### src/rtl/uart_pkg.sv
// Shared UART transmitter definitions: FSM states, line-control bit positions
// and the parity rule used by both the core and its scoreboard.
package uart_pkg;

    typedef enum logic [2:0] {
        IDLE   = 3'd0,
        START  = 3'd1,
        DATA   = 3'd2,
        PARITY = 3'd3,
        STOP   = 3'd4
    } uart_tx_state_e;

    localparam int LCR_WLS    = 0;  // two bits: word length 5..8
    localparam int LCR_STB    = 2;
    localparam int LCR_PEN    = 3;
    localparam int LCR_EPS    = 4;
    localparam int LCR_STICK  = 5;
    localparam int LCR_BRK    = 6;
    localparam int OVERSAMPLE = 16;

    function automatic logic calc_parity(input logic [7:0] lcr, input logic [7:0] data);
        logic [7:0] mask;
        logic       x;
        case (lcr[LCR_WLS +: 2])
            2'd0:    mask = 8'h1F;
            2'd1:    mask = 8'h3F;
            2'd2:    mask = 8'h7F;
            default: mask = 8'hFF;
        endcase
        x = ^(data & mask);
        if (lcr[LCR_STICK]) begin
            calc_parity = ~lcr[LCR_EPS];
        end else if (lcr[LCR_EPS]) begin
            calc_parity = x;
        end else begin
            calc_parity = ~x;
        end
    endfunction

endpackage

### src/rtl/uart_tx_core_baud_gen.sv
// 16x oversample tick generator: one tick every `divisor` clocks, restartable
// so a new frame always begins on a clean bit boundary.
module uart_baud_gen #(
    parameter int DIV_W = 16
) (
    input  logic             clk,
    input  logic             rst_n,
    input  logic             clear,
    input  logic [DIV_W-1:0] divisor,
    output logic             tick,
    output logic             tick_early
);

    logic [DIV_W-1:0] presc_r;
    logic [DIV_W-1:0] presc_next_s;
    logic [DIV_W-1:0] div_m1_s;

    // Next prescaler value; wraps at divisor-1.
    always_comb begin
        div_m1_s = divisor - {{(DIV_W-1){1'b0}}, 1'b1};
        if (clear) begin
            presc_next_s = '0;
        end else if (presc_r == div_m1_s) begin
            presc_next_s = '0;
        end else begin
            presc_next_s = presc_r + {{(DIV_W-1){1'b0}}, 1'b1};
        end
    end

    // Prescaler register.
    always_ff @(posedge clk) begin
        if (!rst_n) begin
            presc_r <= '0;
        end else begin
            presc_r <= presc_next_s;
        end
    end

    // tick_early says the coming cycle carries a tick, letting the core end a
    // frame one clock ahead so back-to-back frames have no gap.
    assign tick       = (presc_r == div_m1_s);
    assign tick_early = (presc_next_s == div_m1_s);

endmodule

### src/rtl/uart_tx_core.sv
// UART transmitter: valid/ready byte intake, 16550-style word format,
// registered serial output with live break override.
module uart_tx_core
    import uart_pkg::*;
#(
    parameter int DIV_W      = 16,
    parameter int OVERSAMPLE = 16
) (
    input  logic             clk,
    input  logic             rst_n,
    input  logic [DIV_W-1:0] divisor,
    input  logic [7:0]       lcr,
    input  logic [7:0]       tx_data,
    input  logic             tx_valid,
    output logic             tx_ready,
    output logic             txd,
    output logic             tx_busy,
    output logic             tx_done
);

    localparam logic [5:0] BIT_LAST   = 6'(OVERSAMPLE - 1);
    localparam logic [5:0] STOP1_LAST = 6'(OVERSAMPLE - 1);
    localparam logic [5:0] STOP15_LAST = 6'(OVERSAMPLE + OVERSAMPLE / 2 - 1);
    localparam logic [5:0] STOP2_LAST = 6'(2 * OVERSAMPLE - 1);

    uart_tx_state_e   state_r, state_next_s;
    logic [DIV_W-1:0] div_r;
    logic [5:0]       lcr_r;
    logic [7:0]       data_r;
    logic [5:0]       tick_cnt_r, tick_cnt_next_s, tick_cnt_plus_s;
    logic [2:0]       bit_idx_r, bit_idx_next_s;
    logic [2:0]       last_bit_s;
    logic [5:0]       stop_last_s;
    logic             txd_r, ready_r, done_r;
    logic             accept_s, done_s, fsm_txd_s;
    logic             tick_s, tick_early_s;
    logic             unused_s;

    assign unused_s = lcr[7];
    assign accept_s = tx_valid & ready_r;

    uart_baud_gen #(.DIV_W(DIV_W)) u_baud (
        .clk        (clk),
        .rst_n      (rst_n),
        .clear      (accept_s),
        .divisor    (div_r),
        .tick       (tick_s),
        .tick_early (tick_early_s)
    );

    // Frame geometry from the latched line-control bits.
    always_comb begin
        last_bit_s      = 3'd4 + {1'b0, lcr_r[LCR_WLS +: 2]};
        tick_cnt_plus_s = tick_s ? (tick_cnt_r + 6'd1) : tick_cnt_r;
        if (!lcr_r[LCR_STB]) begin
            stop_last_s = STOP1_LAST;
        end else if (lcr_r[LCR_WLS +: 2] == 2'd0) begin
            stop_last_s = STOP15_LAST;
        end else begin
            stop_last_s = STOP2_LAST;
        end
    end

    // Next-state, tick/bit counters and end-of-frame strobe.
    always_comb begin
        state_next_s    = state_r;
        tick_cnt_next_s = tick_cnt_r;
        bit_idx_next_s  = bit_idx_r;
        done_s          = 1'b0;
        case (state_r)
            IDLE: begin
                tick_cnt_next_s = 6'd0;
                bit_idx_next_s  = 3'd0;
                if (accept_s) begin
                    state_next_s = START;
                end else begin
                    state_next_s = IDLE;
                end
            end
            START, PARITY: begin
                if (tick_s && (tick_cnt_r == BIT_LAST)) begin
                    tick_cnt_next_s = 6'd0;
                    state_next_s    = (state_r == START) ? DATA : STOP;
                end else begin
                    tick_cnt_next_s = tick_cnt_plus_s;
                end
            end
            DATA: begin
                if (tick_s && (tick_cnt_r == BIT_LAST)) begin
                    tick_cnt_next_s = 6'd0;
                    if (bit_idx_r == last_bit_s) begin
                        bit_idx_next_s = 3'd0;
                        state_next_s   = lcr_r[LCR_PEN] ? PARITY : STOP;
                    end else begin
                        bit_idx_next_s = bit_idx_r + 3'd1;
                    end
                end else begin
                    tick_cnt_next_s = tick_cnt_plus_s;
                end
            end
            STOP: begin
                // Leave one clock before the final tick lands so the last stop
                // cycle doubles as the IDLE/accept cycle.
                if (tick_early_s && (tick_cnt_plus_s == stop_last_s)) begin
                    tick_cnt_next_s = 6'd0;
                    state_next_s    = IDLE;
                    done_s          = 1'b1;
                end else begin
                    tick_cnt_next_s = tick_cnt_plus_s;
                end
            end
            default: begin
                state_next_s = IDLE;
            end
        endcase
    end

    // Line level implied by the state being entered.
    always_comb begin
        case (state_next_s)
            START:   fsm_txd_s = 1'b0;
            DATA:    fsm_txd_s = data_r[bit_idx_next_s];
            PARITY:  fsm_txd_s = calc_parity({2'b00, lcr_r}, data_r);
            default: fsm_txd_s = 1'b1;
        endcase
    end

    // State, counters, frame latches and registered outputs.
    always_ff @(posedge clk) begin
        if (!rst_n) begin
            state_r    <= IDLE;
            tick_cnt_r <= 6'd0;
            bit_idx_r  <= 3'd0;
            div_r      <= '0;
            lcr_r      <= 6'd0;
            data_r     <= 8'd0;
            txd_r      <= 1'b1;
            ready_r    <= 1'b0;
            done_r     <= 1'b0;
        end else begin
            state_r    <= state_next_s;
            tick_cnt_r <= tick_cnt_next_s;
            bit_idx_r  <= bit_idx_next_s;
            if (accept_s) begin
                div_r  <= divisor;
                lcr_r  <= lcr[5:0];
                data_r <= tx_data;
            end else begin
                div_r  <= div_r;
                lcr_r  <= lcr_r;
                data_r <= data_r;
            end
            txd_r   <= lcr[LCR_BRK] ? 1'b0 : fsm_txd_s;
            ready_r <= (state_next_s == IDLE) && (divisor != '0);
            done_r  <= done_s;
        end
    end

    assign txd      = txd_r;
    assign tx_ready = ready_r;
    assign tx_done  = done_r;
    assign tx_busy  = (state_r != IDLE);

endmodule

### config.mk
export PLATFORM = sky130hd
export DESIGN_NAME = uart_tx_core
export DESIGN_NICKNAME = d
export VERILOG_FILES = /design/src/rtl/uart_pkg.sv /design/src/rtl/uart_tx_core_baud_gen.sv /design/src/rtl/uart_tx_core.sv
export SDC_FILE = /design/constraint.sdc
export NUM_CORES = 1
export LEC_CHECK = 0
export ABC_AREA = 1
export BUFFER_PORTS_ARGS = -buffer_cell sky130_fd_sc_hd__buf_2
export CAP_MARGIN = 20
export CORE_MARGIN = 8
export CORE_UTILIZATION = 66
export DETAILED_ROUTE_END_ITERATION = 7
export PLACE_DENSITY_LB_ADDON = 0.25
export RECOVER_POWER = 25
export SLEW_MARGIN = 40
export SYNTH_ARGS = -nofsm -noshare
export SYNTH_HDL_FRONTEND = slang
export SYNTH_SLANG_ARGS = --single-unit
### constraint.sdc
create_clock -name clk -period 6 [get_ports clk]
set_input_delay 0.9 -clock clk [delete_from_list [all_inputs] [get_ports clk]]
set_output_delay 0.9 -clock clk [all_outputs]
set_load 0.03 [all_outputs]
Word-level counts from Yosys, hierarchy flattened

Cells that the tools add are included.

Input port bits: 35
Memories kept: 0
Bits in read-only memories: 0
Register bits after elaboration: 61
Latch bits: 0
RAM bits: 0
Word-level logic and storage cells: 75
Output and inout port bits: 4

Mux-type cells: 28
Shift operators: 0
Order comparisons: 1
Divide/modulo/power cells: 0
Reductions and logical operators: 13
Multipliers: 0
Equal/unequal tests: 14
Add/subtract/negate cells: 5
Bitwise gates (word level): 4

Operator list:

| kind                  | count |
|---|---|
| $eq 16x16->1          | 2 |
| $mux 16               | 2 |
| $mux 3                | 8 |
| $pmux 8 s3            | 1 |
| $mux 6                | 3 |
| $pmux 6 s3            | 1 |
| $add 16x1->16 const B | 1 |
| $reduce_bool 16->1    | 1 |
| $sub 16x1->16 const B | 1 |
| $eq 3x2->1 const B    | 4 |
| $pmux 3 s4            | 1 |
| $and 8x8->8           | 1 |
| $mux 8                | 1 |
| $reduce_xor 8->1      | 1 |
| $add 6x1->6 const B   | 1 |
| $eq 3x1->1 const B    | 2 |
| $eq 6x4->1 const B    | 1 |
| $eq 6x6->1            | 1 |
| $logic_not 3->1       | 2 |
| $mux 1                | 6 |
| $pmux 3 s2            | 1 |
| $reduce_bool 3->1     | 2 |
| $mux 5                | 1 |
| $lt 3x4->1 const B    | 1 |
| 16 further kinds      | 19 |

Logic depth before layout (Yosys ltp)

Depth after elaboration: 17
Mapped depth: 25
Gate-level depth less buffers: 25

Modules after synthesis

Synthesis repeated with hierarchy kept, for this count alone.

Cell total of the unflattened synthesis: 732
Area total of the unflattened synthesis: 4465.5 um^2

By module, submodules not included:

| module        | area each (um^2) | sequential area each (um^2) | cells an instance | instances |
|---|---|---|---|---|
| uart_tx_core  | 2389.8           | 900.9                       | 342               | 1 |
| uart_baud_gen | 2075.7           | 320.3                       | 390               | 1 |

Worst setup path after synthesis

OpenSTA, ideal clock, no wires.

Kind: register -> register
Start point: register div_r[0]
End point: register tick_cnt_r[0]
Stages on the path, launching flop included: 22
Path buffers: 1
Arrival time: 2.537 ns
Setup time: 0.110 ns
Data required time: 5.890 ns
Setup slack: 3.353 ns
Clock period less this slack: 2.647 ns
Cells stage by stage: dfxtp_1 inv_2 ha_1 nand2_1 nand2_1 nand2_1 nand2_1 nand2_1 inv_1 nand3_1 nor3_4 nand3_4 buf_6 nand2_2 o21ai_1 nand3b_1 nor2_1 nand3_2 nand3_1 nand3_1 nand2_1 inv_1

Longest elaborated chain between the ends: 8
Elaborated cells on any way between the ends: 12
Those cells by class: 1 x add/sub; 3 x eq/ne; 6 x mux; 2 x reduce/logical

RTL lines:

| what                   | line                                                     | RTL |
|---|---|---|
| start, declared        | uart_tx_core.sv:27                                       | `logic [DIV_W-1:0] div_r;` |
| start signal, assigned | uart_tx_core.sv:145                                      | `div_r <= divisor;` |
| start signal, assigned | uart_tx_core.sv:149                                      | `div_r <= div_r;` |
| $sub 16x1->16 (*)      | uart_tx_core_baud_gen.sv:20                              | `div_m1_s = divisor - {{(DIV_W-1){1'b0}}, 1'b1};` |
| $eq 16x16->1           | uart_tx_core_baud_gen.sv:23, uart_tx_core_baud_gen.sv:41 |  |
| $mux 16                | uart_tx_core_baud_gen.sv:23                              | `end else if (presc_r == div_m1_s) begin` |
| $mux 16                | uart_tx_core_baud_gen.sv:21                              | `if (clear) begin` |
| $eq 16x16->1           | uart_tx_core_baud_gen.sv:42                              | `assign tick_early = (presc_next_s == div_m1_s);` |
| $logic_and 1x1->1      | uart_tx_core.sv:104                                      | `if (tick_early_s && (tick_cnt_plus_s == stop_last_s)) begin` |
| $mux 6                 | uart_tx_core.sv:104                                      |  |
| $pmux 6 s3 (*)         | uart_tx_core.sv:70                                       | `case (state_r)` |
| end signal, assigned   | uart_tx_core.sv:142                                      | `tick_cnt_r <= tick_cnt_next_s;` |
| end, declared          | uart_tx_core.sv:30                                       | `logic [5:0] tick_cnt_r, tick_cnt_next_s, tick_cnt_plus_s;` |

Mark *: on every way between the ends. The rest lies on a longest branch, timed or not.
A chain may end at the register's enable or synchronous reset.

Final worst setup path

Start point: register div_r[0]
End point: register tick_cnt_r[4]

The elaborated chain is that of the path after synthesis.

==> impl_metrics.env <==
export IMPL_ys_types=34
export IMPL_dp_cells=911
export IMPL_fp_dieW_um=99.9
export IMPL_setup_viol=0
export IMPL_track_usage=0.264
export IMPL_hold_path_class="register to register"
export IMPL_rows=30
export IMPL_slew_violations=0
export IMPL_critPathMaxFanout=28
export IMPL_via_per_inst=5.69
export IMPL_dieArea_mm2=0.00998
export IMPL_max_freq_ghz=0.288
export IMPL_start_kind="register"
export IMPL_yosysTopAreaCell="dfxtp_1"
export IMPL_syn_nets=833
export IMPL_drtPass1Iterations=5
export IMPL_fin_area_mm2=0.00506
export IMPL_synth_area_top_cells="dfxtp_1 26%, nand2_1 17%, nand3_1 13%"
export IMPL_drive_above_1_share=0.108
export IMPL_gr_total_overflow=0
export IMPL_drtIter0Drc=467
export IMPL_finalClockSkew_ns=0.0106
export IMPL_dpl_instance_area_mm2=0.00487
export IMPL_layoutNonFillerInstCount=927
export IMPL_holdPathStages=2
export IMPL_final_cell_mix="214 x nand2_1, 118 x nand3_1, 111 x nor2_1"
export IMPL_die_h_um=99.9
export IMPL_port_buffers=37
export IMPL_preCtsSetupSlack_ns=2.51
export IMPL_initial_core_util=0.683
export IMPL_htree_levels=3
export IMPL_status="finished, final reports clean"
export IMPL_grt_pass1_vias=4782
export IMPL_area_growth_syn_to_layout_pct=8.97
export IMPL_critPathRequiredTime_ns=6.25
export IMPL_hold_ws_ns=0.483
export IMPL_postCtsSetupRepairBufs=0
export IMPL_crit_type="register to register"
export IMPL_r2r_cells=21
export IMPL_antenna_found_initial=0
export IMPL_clk_latency_ns=0.35
export IMPL_syn_avg_cell_area_um2=5.85
export IMPL_gp_congestion=0.962
export IMPL_crit_path_end_kind="register"
export IMPL_synth_top_area_share=0.263
export IMPL_rsz0062_at_grt="false"
export IMPL_power_mw=1.18
export IMPL_yosysWarnings=0
export IMPL_worst_slew_pin_slew_ns=0.797
export IMPL_fin_crit_ns=3.48
export IMPL_nets=865
export IMPL_grt_pass1_wl_mm=21.5
export IMPL_drt_wirelength_per_cell_um=13.9
export IMPL_synth_area_mm2=0.00464
export IMPL_num_vias=5277
export IMPL_ir_worst_vdd_mv=0.159
export IMPL_clkSinkCount=61
export IMPL_postCtsHoldBufs=0
export IMPL_final_common_cell="nand2_1"
export IMPL_core_mm2=0.00679
export IMPL_tns_ns=0
export IMPL_numCtsBuffers=9
export IMPL_clock_path_buffers=2
export IMPL_drc=0
export IMPL_n_antenna_cell=0
export IMPL_cts_resized_gates=0
export IMPL_ys_seq_area_frac=0.263
export IMPL_place_hpwl_mm=9.98
export IMPL_drv_cap=0
export IMPL_fin_util=0.745
export IMPL_critical_path_arrival_ns=3.73
export IMPL_period_share=0.580
export IMPL_power_leakage_nw=2.49
export IMPL_cts_tree="yes"
export IMPL_fillers=575
export IMPL_setup_slack_ns=2.52
export IMPL_syn_inst=794
export IMPL_grt_max_degree=72
export IMPL_wl_mm=12.9
export IMPL_cts_root_buf="clkbuf_8"
export IMPL_ys_ff_latch=61
export IMPL_hold_viol=0
export IMPL_postRouteAntennaNets=0
export IMPL_p_per_area_mw_per_mm2=232
export IMPL_timing_slew_headroom=0.468
export IMPL_io_pins=39
export IMPL_clk_pin_slew_ns=0.08
sequential cells by signal, indices dropped and copies added (netlist names):
signal          count
bit_idx_r           3
state_r             3
tx_done             1
txd                 1
div_r              16
data_r              8
lcr_r               6
tx_ready            1
tick_cnt_r          6
u_baud.presc_r     16
cells by family after synthesis:
kind of cell,after synthesis,share of synthesized area
buffers and inverters,118,0.100
adder cells (fa/ha/maj),4,0.0108
AO/OA/AOI/OAI,72,0.0830
AND/OR/NAND/NOR,516,0.500
flip-flops,61,0.263
XOR/XNOR,23,0.0434
Yosys cell counts:
master,number
o211ai_1,3
nand3_4,1
nand3b_1,2
nand2_1,215
inv_1,97
nand3_1,118
nor2_4,3
ha_1,4
o21bai_1,2
xnor2_1,5
xor2_1,18
nor2_1,111
dfxtp_1,61
buf_6,3
nand3b_2,1
o21ai_2,1
nand3_2,6
clkinv_1,2
clkbuf_1,11
nand4_1,24
o21ai_0,36
inv_2,2
a211oi_1,1
or2_2,2
nand2_2,6
o31ai_1,1
buf_1,3
a21oi_1,23
nor4_1,7
nor2_2,10
o221ai_1,1
o21ai_1,4
nor3_4,1
nor3_1,9
metal layers:
layer | vias up | share of wire | global-route usage
met5 | - | 0 | 0
met4 | 0 | 0.025 | 0.113
met3 | 33 | 0.092 | 0.0678
met2 | 256 | 0.42 | 0.396
met1 | 2352 | 0.46 | 0.348
li1 | 2636 | - | -
where the power goes:
group / internal, mW / switching (mW) / total [mW]
Sequential: 0.424 / 0.0222 / 0.447
Clock: 0.151 / 0.185 / 0.335
Combinational: 0.122 / 0.272 / 0.394
final timing paths:
kind                          from                    endpoint  slack, ns
max reg2reg  div_r[0]$_SDFFE_PN0P_  tick_cnt_r[4]$_SDFFE_PN0P_       2.52
min reg2reg  lcr_r[5]$_SDFFE_PN0P_       lcr_r[5]$_SDFFE_PN0P_       0.48
min          lcr_r[5]$_SDFFE_PN0P_       lcr_r[5]$_SDFFE_PN0P_       0.48
max          div_r[0]$_SDFFE_PN0P_  tick_cnt_r[4]$_SDFFE_PN0P_       2.52
worst max-delay path: stages, from the launching register on:
cell and delay [ns]:
dfxtp_1 0.32, inv_2 0.11, ha_1 0.32, nand2_1 0.19, nand2_1 0.12, nand2_1 0.12, nand2_1 0.13, nand2_1 0.07
inv_1 0.06, nand3_1 0.10, nor3_4 0.37, nand3_4 0.37, nand4_1 0.18, nand2_1 0.14, nor2_1 0.12, nand2_1 0.06
nor2_1 0.17, nand3_2 0.16, nand3_1 0.11, nand3_1 0.07, nand2_1 0.06, inv_1 0.04
cell type report:
| type | instances | area, um^2 | area share |
|---|---|---|---|
| Inverter | 101 | 379 | 0.0749 |
| Clock inverter | 7 | 52.6 | 0.0104 |
| Sequential cell | 61 | 1220 | 0.241 |
| Timing Repair Buffer | 38 | 193 | 0.0381 |
| Tap cell | 96 | 120 | 0.0237 |
| Multi-Input combinational cell | 615 | 2970 | 0.587 |
| Clock buffer | 9 | 124 | 0.0245 |
Note: power is estimated with default switching activity, not from simulation.
